==> config.mk <==
export PLATFORM = sky130hd
export DESIGN_NAME = sync_ff_multi
export DESIGN_NICKNAME = d
export VERILOG_FILES = /design/src/rtl/sync_ff_multi.sv
export SDC_FILE = /design/constraint.sdc
export NUM_CORES = 1
export LEC_CHECK = 0
export CAP_MARGIN = 10
export CELL_PAD_IN_SITES_DETAIL_PLACEMENT = 2
export CELL_PAD_IN_SITES_GLOBAL_PLACEMENT = 2
export CORE_UTILIZATION = 29
export DETAILED_ROUTE_END_ITERATION = 12
export GPL_ROUTABILITY_DRIVEN = 0
export PLACE_DENSITY_LB_ADDON = 0.1
export SYNTH_ARGS = -nofsm -noshare
export SYNTH_HDL_FRONTEND = slang
export SYNTH_SLANG_ARGS = --single-unit
==> constraint.sdc <==
create_clock -name clk_rx -period 1.1 [get_ports clk_rx]
set_clock_uncertainty 0.15 [all_clocks]
set_input_delay 0.165 -clock clk_rx [delete_from_list [all_inputs] [get_ports clk_rx]]
set_output_delay 0.165 -clock clk_rx [all_outputs]
set_load 0.03 [all_outputs]
==> src/rtl/sync_ff_multi.sv <==
// ============================================================================
//  Module   : sync_ff_multi
//  Brief    : Multi-channel level synchroniser with stability filter and
//             registered rise/fall edge pulses.
//  Revision : 1.0
// ============================================================================
`default_nettype none

module sync_ff_multi #(
    parameter int               WIDTH    = 4,
    parameter int               STAGES   = 2,
    parameter int               FILT_CNT = 3,
    parameter logic [WIDTH-1:0] RST_VAL  = '0
) (
    input  logic             clk_rx,
    input  logic             rst_rx_n,
    input  logic [WIDTH-1:0] din,
    input  logic             filt_bypass,
    output logic [WIDTH-1:0] dout,
    output logic [WIDTH-1:0] rise,
    output logic [WIDTH-1:0] fall,
    output logic             chg
);

    localparam int             c_CNT_W    = $clog2(FILT_CNT + 1);
    localparam logic [c_CNT_W-1:0] c_CNT_LAST = c_CNT_W'(FILT_CNT - 1);
    localparam logic [c_CNT_W-1:0] c_CNT_ONE  = c_CNT_W'(1);
    localparam logic           c_NO_FILT  = (FILT_CNT == 1);

    logic [WIDTH-1:0]   sync_q [STAGES];
    logic [WIDTH-1:0]   sync_d [STAGES];
    logic [c_CNT_W-1:0] cnt_q  [WIDTH];
    logic [c_CNT_W-1:0] cnt_d  [WIDTH];
    logic [WIDTH-1:0]   dout_q, dout_d;
    logic [WIDTH-1:0]   rise_q, rise_d;
    logic [WIDTH-1:0]   fall_q, fall_d;
    logic [WIDTH-1:0]   sync_out;
    logic               bypass;

    assign sync_out = sync_q[STAGES-1];
    assign bypass   = filt_bypass | c_NO_FILT;

    always_comb begin
        sync_d[0] = din;
        for (int k = 1; k < STAGES; k++) begin
            sync_d[k] = sync_q[k-1];
        end
    end

    // A channel's output only moves once sync_out has disagreed with it for
    // FILT_CNT consecutive edges; any agreement in between restarts the count.
    always_comb begin
        dout_d = dout_q;
        for (int i = 0; i < WIDTH; i++) begin
            cnt_d[i] = '0;
            if (bypass) begin
                dout_d[i] = sync_out[i];
            end else if (sync_out[i] != dout_q[i]) begin
                if (cnt_q[i] == c_CNT_LAST) begin
                    dout_d[i] = sync_out[i];
                end else begin
                    cnt_d[i] = cnt_q[i] + c_CNT_ONE;
                end
            end
        end
        rise_d = dout_d & ~dout_q;
        fall_d = ~dout_d & dout_q;
    end

    always_ff @(posedge clk_rx or negedge rst_rx_n) begin
        if (!rst_rx_n) begin
            for (int k = 0; k < STAGES; k++) begin
                sync_q[k] <= RST_VAL;
            end
            for (int i = 0; i < WIDTH; i++) begin
                cnt_q[i] <= '0;
            end
            dout_q <= RST_VAL;
            rise_q <= '0;
            fall_q <= '0;
        end else begin
            for (int k = 0; k < STAGES; k++) begin
                sync_q[k] <= sync_d[k];
            end
            for (int i = 0; i < WIDTH; i++) begin
                cnt_q[i] <= cnt_d[i];
            end
            dout_q <= dout_d;
            rise_q <= rise_d;
            fall_q <= fall_d;
        end
    end

    assign dout = dout_q;
    assign rise = rise_q;
    assign fall = fall_q;
    assign chg  = |(rise_q | fall_q);

endmodule

`default_nettype wire

==> flow_metrics.env, run 1 <==
export IMPL_status="finished, violations left"
export IMPL_violations="setup timing"
export IMPL_timing_final_crit_share_pct=155
export IMPL_synth_cells=67
export IMPL_worstSetupPathType="register to primary output"
export IMPL_postCtsHoldBufs=0
export IMPL_synthMuxAreaShare_pct=4.76
export IMPL_r2r_start="dout[3]"
export IMPL_switchingPower_uw=776
export IMPL_synth_xor_area_share_pct=3.70
export IMPL_cts_tree="yes"
export IMPL_grt_overflow_total=0
export IMPL_vias=787
export IMPL_place_area_mm2=0.00135
export IMPL_io_buffers=19
export IMPL_worstSetupEndpointType="primary output"
export IMPL_drive_gt1_share_pct=74.1
export IMPL_start_util_pct=30.8
export IMPL_grt_pass1_vias=937
export IMPL_synth_top_family_by_area="simple AND/OR/NAND/NOR gates"
export IMPL_cellPowerDensity_mw_per_mm2=1440
export IMPL_combPwrFrac_pct=30.7
export IMPL_max_slew_margin_pct=81.7
export IMPL_worst_slew_pin_transition_ns=0.272
export IMPL_synth_area_um2=947
export IMPL_slowest_delay_ns=0.45
export IMPL_finalCriticalPeriod_ns=1.70
export IMPL_grt_max_degree=29
export IMPL_n_antenna_cell=0
export IMPL_dieArea_mm2=0.00350
export IMPL_slowest_stage="dfrtp_1"
export IMPL_routed_via_density=4.40
export IMPL_dp_hpwl_um=1570
export IMPL_clkTransAtPathRegs_ns=0.17
export IMPL_drtIter0Drc=15
export IMPL_ios=20
export IMPL_switching_share_pct=28.4
export IMPL_cp_startpoint="rise[3]"
export IMPL_syn_to_final_growth_pct=100
export IMPL_setup_tns_ns=-6.89
export IMPL_synth_compound_area_share_pct=2.11
export IMPL_internal_power_uw=1950
export IMPL_leakagePower_uw=0.000871
export IMPL_setup_violations=29
export IMPL_antenna_found_initial=0
export IMPL_clk_path_buf_depth=2
export IMPL_postRouteAntennaNets=0
export IMPL_clkPwrFrac_pct=25.7
export IMPL_clock_latency_ns=0.34
export IMPL_timing_hold_ws_ns=0.0112
export IMPL_drcViolationCount=0
export IMPL_ys_types=10
export IMPL_fin_ws_ns=-0.603
export IMPL_wl_per_cell_um=21.0
export IMPL_rows=20
export IMPL_fp_coreArea_mm2=0.00308
export IMPL_critical_path_buf_inv_count=1
export IMPL_crit_family="flip-flops"
export IMPL_hold_path_class="primary input to asynchronous set/reset pin"
export IMPL_arrival_ns=1.39
export IMPL_rsz0062_at_grt="yes"
export IMPL_yosysWarnings=0
export IMPL_grtUsageTotal_pct=20.8
export IMPL_clock_fmax_mhz=587
export IMPL_critPathLaunchType="register"
export IMPL_grt_first_pass_wirelength_um=4960
export IMPL_synth_seq_cells=28
export IMPL_seq_power_share_pct=43.6
export IMPL_drt_total_wl_um=3760
export IMPL_cts_sinks=28
export IMPL_synth_adder_area_share_pct=0
export IMPL_syn_avg_cell_area_um2=14.1
export IMPL_layout_nets=143
export IMPL_cts_root_buf="clkbuf_4"
export IMPL_design_area_mm2=0.00190
export IMPL_finalHoldViolCount=0
export IMPL_ys_seq_area_share_pct=74.0
export IMPL_synthSimpleGateAreaFrac_pct=13.9
export IMPL_vdd_drop_max_mv=1.04
export IMPL_cp_cell_sequence="nor4_2 > nand2_1 > buf_6"
export IMPL_maxSlewViolCount=0
export IMPL_drtPass1Iterations=4
export IMPL_cts_max_level=1
export IMPL_die_x_um=59.2
export IMPL_max_cap_violations=0
export IMPL_die_h_um=59.2
export IMPL_cts_buffers=3
export IMPL_crit_required_ns=0.78
export IMPL_synth_nets=74
export IMPL_cp_max_fo=2
==> synthesized netlist by cell type <==
| cell type | instances | area [um^2] |
|---|---|---|
| xnor2_1 | 4 | 35.0 |
| nor4_1 | 2 | 12.5 |
| nor3b_1 | 8 | 60.1 |
| dfrtp_1 | 28 | 701 |
| mux2_1 | 4 | 45.0 |
| inv_1 | 4 | 15.0 |
| nor2_1 | 8 | 30.0 |
| nand2_1 | 1 | 3.75 |
| a21oi_1 | 4 | 20.0 |
| or3_1 | 4 | 25.0 |
==> layout by cell type, fill, tap and decap left out, types with 2 or more instances in the layout <==
cell type and instances:
a21oi_4 4, buf_4 21, buf_6 36, clkbuf_4 3, clkdlybuf4s50_1 6, dfrtp_1 20
dfrtp_2 8, inv_2 4, mux2_4 4, nor2_1 4, nor2_2 2, nor2_4 2
nor3b_2 6, nor3b_4 2, or3_1 2, or3_4 2, xnor2_1 2
==> flip-flops by register name, summed over array words and instances, names as in the netlist <==
register	count
cnt_q	8
sync_d	4
sync_out	4
fall	4
rise	4
dout	4
==> path summary, 6_finish.rpt <==
check                               to  slack [ns]  cells after the start
max                                chg       -0.60                      3
min                            fall[1]        0.01                      2
max reg2reg                   cnt_q[0]       -0.32                      4
min reg2reg                sync_out[3]        0.23                      0
max in group asynchronous      dout[3]        0.60                      2
min in group clk_rx          sync_d[3]        0.12                      1
==> stage by stage <==
step | setup slack (ns) | util [%] | cells | total power (uW)
6_report | -0.603 | 61.7 | 179 | 2730
5_1_grt | -0.656 | 61.7 | 179 | 2810
4_1_cts | -0.509 | 55.5 | 170 | 2530
3_5_place_dp | -0.594 | 43.9 | 150 | 1620
3_3_place_gp | -0.582 | 43.9 | 150 | 1600
2_1_floorplan | -0.174 | - | 67 | 1370
==> layer usage <==
| layer | vias up | track usage (%) | part of all wire (%) |
|---|---|---|---|
| met5 | - | 0 | 0 |
| met2 | 20 | 40.7 | 53 |
| met3 | 6 | 2.18 | 3.5 |
| li1 | 361 | - | - |
| met1 | 400 | 21.8 | 42 |
| met4 | 0 | 10.2 | 1.9 |
==> layout make-up <==
class	instances	area (um^2)
Fill cell	267	1180
Sequential cell	28	711
Timing Repair Buffer	64	643
Multi-Input combinational cell	35	422
Tap cell	44	55.1
Clock inverter	1	30.0
Clock buffer	3	22.5
Inverter	4	15.0
==> what timing repair did <==
action,in CTS,in global routing
setup endpoints to repair,31,33
pin swaps,5,9
resized for setup,54,29
buffers inserted,17,14
==> power by group through the flow <==
stage                     sequential (uW)  clock, uW  combinational, uW
final                                1190        701                839
after CTS                            1170        693                665
after detailed placement             1180          0                446
after global placement               1170          0                433
after floorplan                      1250          0                122
after global routing                 1200        738                879
==> cell families (layout without fill, tap and decap cells) <==
group | count (synthesis) | after routing
AO/OA/AOI/OAI | 4 | 4
XOR/XNOR | 4 | 4
buffers and inverters | 4 | 72
flip-flops | 28 | 28
multiplexers | 4 | 4
AND/OR/NAND/NOR | 23 | 23
Note: power is estimated with default switching activity, not from simulation.
==> inputs of run 2 (changes only) <==
--- a/config.mk
+++ b/config.mk
@@ -11,6 +11,7 @@
 export CORE_UTILIZATION = 29
 export DETAILED_ROUTE_END_ITERATION = 12
 export GPL_ROUTABILITY_DRIVEN = 0
+export MAX_ROUTING_LAYER = met4
 export PLACE_DENSITY_LB_ADDON = 0.1
 export SYNTH_ARGS = -nofsm -noshare
 export SYNTH_HDL_FRONTEND = slang
==> run 2 against run 1 <==
Against the previous run: critical endpoint unchanged; fmax fell by 3.9%; global-route usage rose by 0.73 points; combinational power rose by 0.7%; the run ends with hold timing, setup timing left; non-clock buffer count fell by 1; cell area fell by 0.40%; critical path type unchanged.
==> flow_metrics.env, run 2 (same netlist as run 1, synthesis figures left out) <==
export IMPL_setup_violations=32
export IMPL_seq_power_share_pct=43.3
export IMPL_clock_fmax_mhz=564
export IMPL_violations="hold timing, setup timing"
export IMPL_wl_per_cell_um=22.7
export IMPL_ff2ff_setup_slack_ns=-0.32
export IMPL_vias=790
export IMPL_n_antenna_cell=0
export IMPL_cts_max_level=1
export IMPL_top_register="cnt_q"
export IMPL_postCtsHoldBufs=0
export IMPL_internal_power_uw=1950
export IMPL_hold_path_class="primary input to asynchronous set/reset pin"
export IMPL_clkPwrFrac_pct=26.2
export IMPL_grt_max_degree=29
export IMPL_clock_latency_ns=0.35
export IMPL_postRouteAntennaNets=0
export IMPL_total_power_uw=2770
export IMPL_maxSlewViolCount=0
export IMPL_dieArea_mm2=0.00350
export IMPL_grt_first_pass_wirelength_um=4980
export IMPL_drtIter0Drc=13
export IMPL_grt_overflow_total=0
export IMPL_crit_family="simple AND/OR/NAND/NOR gates"
export IMPL_cp_cell_sequence="nor4_2 > nand2_1 > buf_6"
export IMPL_clkTransAtPathRegs_ns=0.17
export IMPL_cts_sinks=28
export IMPL_switchingPower_uw=815
export IMPL_vdd_drop_max_mv=1.00
export IMPL_max_slew_margin_pct=81.0
export IMPL_grtUsageTotal_pct=21.5
export IMPL_finalCriticalPeriod_ns=1.77
export IMPL_status="finished, violations left"
export IMPL_die_h_um=59.2
export IMPL_cellPowerDensity_mw_per_mm2=1460
export IMPL_die_x_um=59.2
export IMPL_finalHoldViolCount=3
export IMPL_ios=20
export IMPL_rows=20
export IMPL_slowest_stage="dfrtp_1"
export IMPL_dp_hpwl_um=1570
export IMPL_dp_slack_ns=-0.594
export IMPL_io_buffers=19
export IMPL_post_route_util_pct=61.4
export IMPL_cp_max_fo=2
export IMPL_cts_buffers=3
export IMPL_start_util_pct=30.8
export IMPL_final_cell_mix="36 x buf_6, 20 x dfrtp_1, 20 x buf_4"
export IMPL_final_common_cell="buf_6"
export IMPL_combPwrFrac_pct=30.5
export IMPL_switching_share_pct=29.4
export IMPL_largest_reg_flops=8
export IMPL_drtPass1Iterations=3
export IMPL_slowest_delay_ns=0.46
export IMPL_crit_required_ns=0.78
export IMPL_syn_to_final_growth_pct=99.6
export IMPL_cts_tree="yes"
export IMPL_drive_gt1_share_pct=73.9
export IMPL_critical_path_buf_inv_count=1
export IMPL_reg2reg_depth=4
export IMPL_grt_pass1_vias=935
export IMPL_rsz0062_at_grt="yes"
export IMPL_drcViolationCount=0
export IMPL_timing_rr_end="cnt_q[7]"
export IMPL_worstSetupEndpointType="primary output"
export IMPL_cts_root_buf="clkbuf_4"
export IMPL_leakagePower_uw=0.000866
export IMPL_layout_nets=142
export IMPL_routed_via_density=4.44
export IMPL_critPathLaunchType="register"
export IMPL_fp_coreArea_mm2=0.00308
export IMPL_antenna_found_initial=0
export IMPL_r2r_start="dout[0]"
export IMPL_worst_slew_pin_transition_ns=0.283
export IMPL_setup_tns_ns=-7.46
export IMPL_fin_ws_ns=-0.672
export IMPL_drt_total_wl_um=4040
export IMPL_timing_final_crit_share_pct=161
export IMPL_worstSetupPathType="register to primary output"
export IMPL_arrival_ns=1.46
export IMPL_max_cap_violations=0
export IMPL_timing_hold_ws_ns=-0.00343
export IMPL_clk_path_buf_depth=2
run 2: cell count changes in the layout (fill, tap and decap cells not counted):
cell	before	now
buf_4	21	20
run 2: repair_timing:
item / CTS / global route
setup endpoints to repair: 31 / 33
pin swaps: 5 / 7
gates resized for setup: 54 / 31
buffers inserted: 17 / 15
hold endpoints to repair: 0 / 0
run 2: through the flow:
| step | area (um^2) | instances |
|---|---|---|
| after floorplan | 972 | 67 |
| after global placement | 1350 | 150 |
| after detailed placement | 1350 | 150 |
| after CTS | 1710 | 170 |
| after global routing | 1890 | 178 |
| final | 1890 | 178 |
run 2: worst max-delay path by stage:
stage / start / end / slack [ns] / cells after the start
5_1_grt: rise[3] / chg / -0.69 / 3
2_1_floorplan: fall[2] / chg / -0.17 / 2
6_report: rise[3] / chg / -0.67 / 3
3_5_place_dp: fall[0] / chg / -0.59 / 3
3_3_place_gp: fall[2] / chg / -0.58 / 3
4_1_cts: rise[3] / chg / -0.51 / 3
run 2: area by class of cell:
| cell class | instances | area, um^2 |
|---|---|---|
| inverters | 4 | 15.0 |
| flip-flops and latches | 28 | 711 |
| multi-input cells | 35 | 422 |
| fillers | 267 | 1190 |
| repair buffers | 63 | 636 |
| clock inverters | 1 | 30.0 |
| clock buffers | 3 | 22.5 |
| well taps | 44 | 55.1 |
run 2: metal layers:
metal / routed length [um] / vias to the layer above / GRT usage [%]
li1: - / 357 / -
met1: 1550 / 397 / 22.2
met2: 2240 / 25 / 40.6
met3: 129 / 11 / 2.18
met4: 121 / 0 / 10.2
met5: 0 / - / -
run 2: power groups by stage:
stage	sequential [uW]	clock, uW	combinational, uW
floorplan	1250	0	122
global placement	1170	0	433
detailed placement	1180	0	446
CTS	1170	693	665
global route	1200	768	886
finish	1200	725	845
==> patch: new RTL, flow settings as in run 2 <==
Reset style: synchronous (`rst_rx_n`), changed in one clocked block.
--- a/src/rtl/sync_ff_multi.sv
+++ b/src/rtl/sync_ff_multi.sv
@@ -69,3 +69,3 @@
 
-    always_ff @(posedge clk_rx or negedge rst_rx_n) begin
+    always_ff @(posedge clk_rx) begin
         if (!rst_rx_n) begin
Formal check against the unedited RTL: differs if rst_rx_n is asserted again (counterexample within 4 cycles, from zero or initial values and one cycle with rst_rx_n low); with rst_rx_n held inactive, the same outputs for 10 cycles.
==> patch against run 2 <==
- the flow finishes with violations (setup timing)
- sequential cell count unchanged
- setup slack improved by 180 ps
- sequential share of layout area decreased by 3.7 points
- area after synthesis increased by 2.9%
- cell area decreased by 5.4%
- wire length decreased by 12%
- via count increased by 6.1%
- first-iteration DRC count decreased by 7.7%
- die area increased by 2.8%
- global-route usage decreased by 1.7 points
- critical path depth unchanged
- worst hold slack improved by 100 ps
- critical path type unchanged
- highest routed layer unchanged
Power is not compared: it rests on default switching activity, and its combinational part moved more than twofold at a synthesized area within 25%.
==> patch: results (changes against run 2) <==
Outcome
  • Result of the run: finished, violations left
  • Violations in the final reports: setup timing

Setup path
  • Worst reg2reg endpoint: cnt_q[0][0]$_SDFF_PP0_
  • Worst R2R Setup Slack: -190 ps (+130 ps)
  • Data arrival time at the worst-slack endpoint: 1280 ps (-180 ps)
  • Startpoint of the worst setup timing path: rise[2]$_SDFF_PN0_

Hold path
  • Hold worst-path end: fall[1]$_SDFF_PN0_
  • Hold WC Path Type: primary input to flop

Logic synthesis
  • Most instantiated cells after synthesis: 28 x sky130_fd_sc_hd__dfxtp_1, 8 x sky130_fd_sc_hd__and2_1, 8 x sky130_fd_sc_hd__nor3b_1, 6 x sky130_fd_sc_hd__nor4_1, 6 x sky130_fd_sc_hd__o21ai_0
  • Syn Inst Count: 89 (+33%)
  • FFs w/ async S/R, synth: 0% (-100 points)
  • Number of distinct library cells after synthesis: 16 (+6)
  • Seq/Total Area, Yosys: 57.5% (-16 points)
  • Post-Synthesis Net Count: 100 (+35%)
  • Cell types occupying the most area after synthesis: sky130_fd_sc_hd__dfxtp_1 58%, sky130_fd_sc_hd__nor3b_1 6.2%, sky130_fd_sc_hd__and2_1 5.1%

Global routing
  • Largest net degree at the start of global routing: 17 (-41%)
  • Aggregate global-route resource usage: 19.8% (-1.7 points)
  • Via count of the first global-routing pass: 928 (-0.75%)
  • Wire length of the first global-routing pass: 4730 um (-5.0%)

STA
  • Pin slew with the least headroom to its limit: 388 ps (+105 ps)
  • Endpoints failing setup: 27 (-16%)
  • Slack of the critical path: -491 ps (+180 ps)
  • Total negative slack for setup checks: -3580 ps (+3880 ps)

Route
  • Overall routed net length: 3550 um (-12%)
  • Detailed Routing Iterations Pass 1: 2 (-1)
  • Routed vias: 838 (+6.1%)
  • Initial detailed-routing violation count: 12 (-1)
  • Drt via density: 4.82 (+8.5%)

Placement
  • Total placed cells including tap cells: 161 (+7.3%)
  • Estimated wirelength of the detail-placed design: 1670 um (+6.6%)

Finish
  • Proportion of layout cells with a drive suffix above 1: 70.0% (-3.9 points)
  • Filler cells: 275 (+3.0%)
## patch: cell count changes after synthesis, moves of 6 or more
| cell | change |
|---|---|
| sky130_fd_sc_hd__o21ai_0 | +6 |
| sky130_fd_sc_hd__nor2_1 | -8 |
| sky130_fd_sc_hd__dfrtp_1 | -28 |
| sky130_fd_sc_hd__dfxtp_1 | +28 |
| sky130_fd_sc_hd__and2_1 | +8 |
## patch: logic make-up after synthesis
logic type,count (synthesis),share of synthesized area (%)
xor+xnor,4,3.59
simple gates,34,22.6
flops,28,57.5
buf+inv,7,3.46
fa+ha+maj,4,5.13
compound gates,12,7.70
## patch: worst max-delay path, stage by stage (launching register included)
cell and delay, ps:
sky130_fd_sc_hd__dfxtp_2 390, sky130_fd_sc_hd__nor4_4 240, sky130_fd_sc_hd__nand2_1 120, sky130_fd_sc_hd__buf_6 160
## patch: repair_timing
action / 4_1_cts / 5_1_grt
gates resized for setup: 70 / 27
pin swaps: 12 / 8
setup buffers: 7 / 3
endpoints found under the setup margin: 33 / 33
## patch: power by group
group	leakage, nW	total (W)	switching (W)	internal, W
logic	0.404	0.000253	0.000122	0.000131
registers	0.240	0.00105	0.0000246	0.00102
clock network	0.0279	0.000720	0.000350	0.000370
total	0.672	0.00202	0.000497	0.00152
## patch: worst max path at each step
| stage | to | slack [ps] | cells after the start |
|---|---|---|---|
| after CTS | chg | -460 | 3 |
| final | chg | -490 | 3 |
| after detailed placement | chg | -530 | 3 |
| after global placement | chg | -520 | 3 |
| after floorplan | cnt_q[2][0]$_SDFF_PP0_ | -110 | 4 |
| after global routing | chg | -550 | 3 |
## patch: through the flow
step                      cell area [um^2]  hold WS (ps)  util, %  worst slack (ps)
after global placement                1290           256     41.2              -520
after global routing                  1790          81.1     57.2              -545
after CTS                             1630           163     52.1              -459
final                                 1790          96.9     57.2              -491
after floorplan                       1000           142        -              -112
after detailed placement              1290           268     41.2              -531
## patch: cell type report
| type | instances | area [um^2] | share of cell area, % |
|---|---|---|---|
| clock inverter | 1 | 30.0 | 1.68 |
| multi-input combinational | 54 | 646 | 36.1 |
| sequential | 28 | 606 | 33.8 |
| tap | 44 | 55.1 | 3.08 |
| inverter | 4 | 15.0 | 0.839 |
| timing repair buffer | 40 | 415 | 23.2 |
| clock buffer | 3 | 22.5 | 1.26 |
## patch: per-layer routing
| metal | track usage [%] | vias to the layer above | share of wire, % |
|---|---|---|---|
| met5 | - | - | 0 |
| met4 | 10.6 | 0 | 1.8 |
| met3 | 2.16 | 5 | 2.3 |
| met2 | 35.6 | 17 | 52 |
| met1 | 21.1 | 416 | 44 |
| li1 | - | 400 | - |
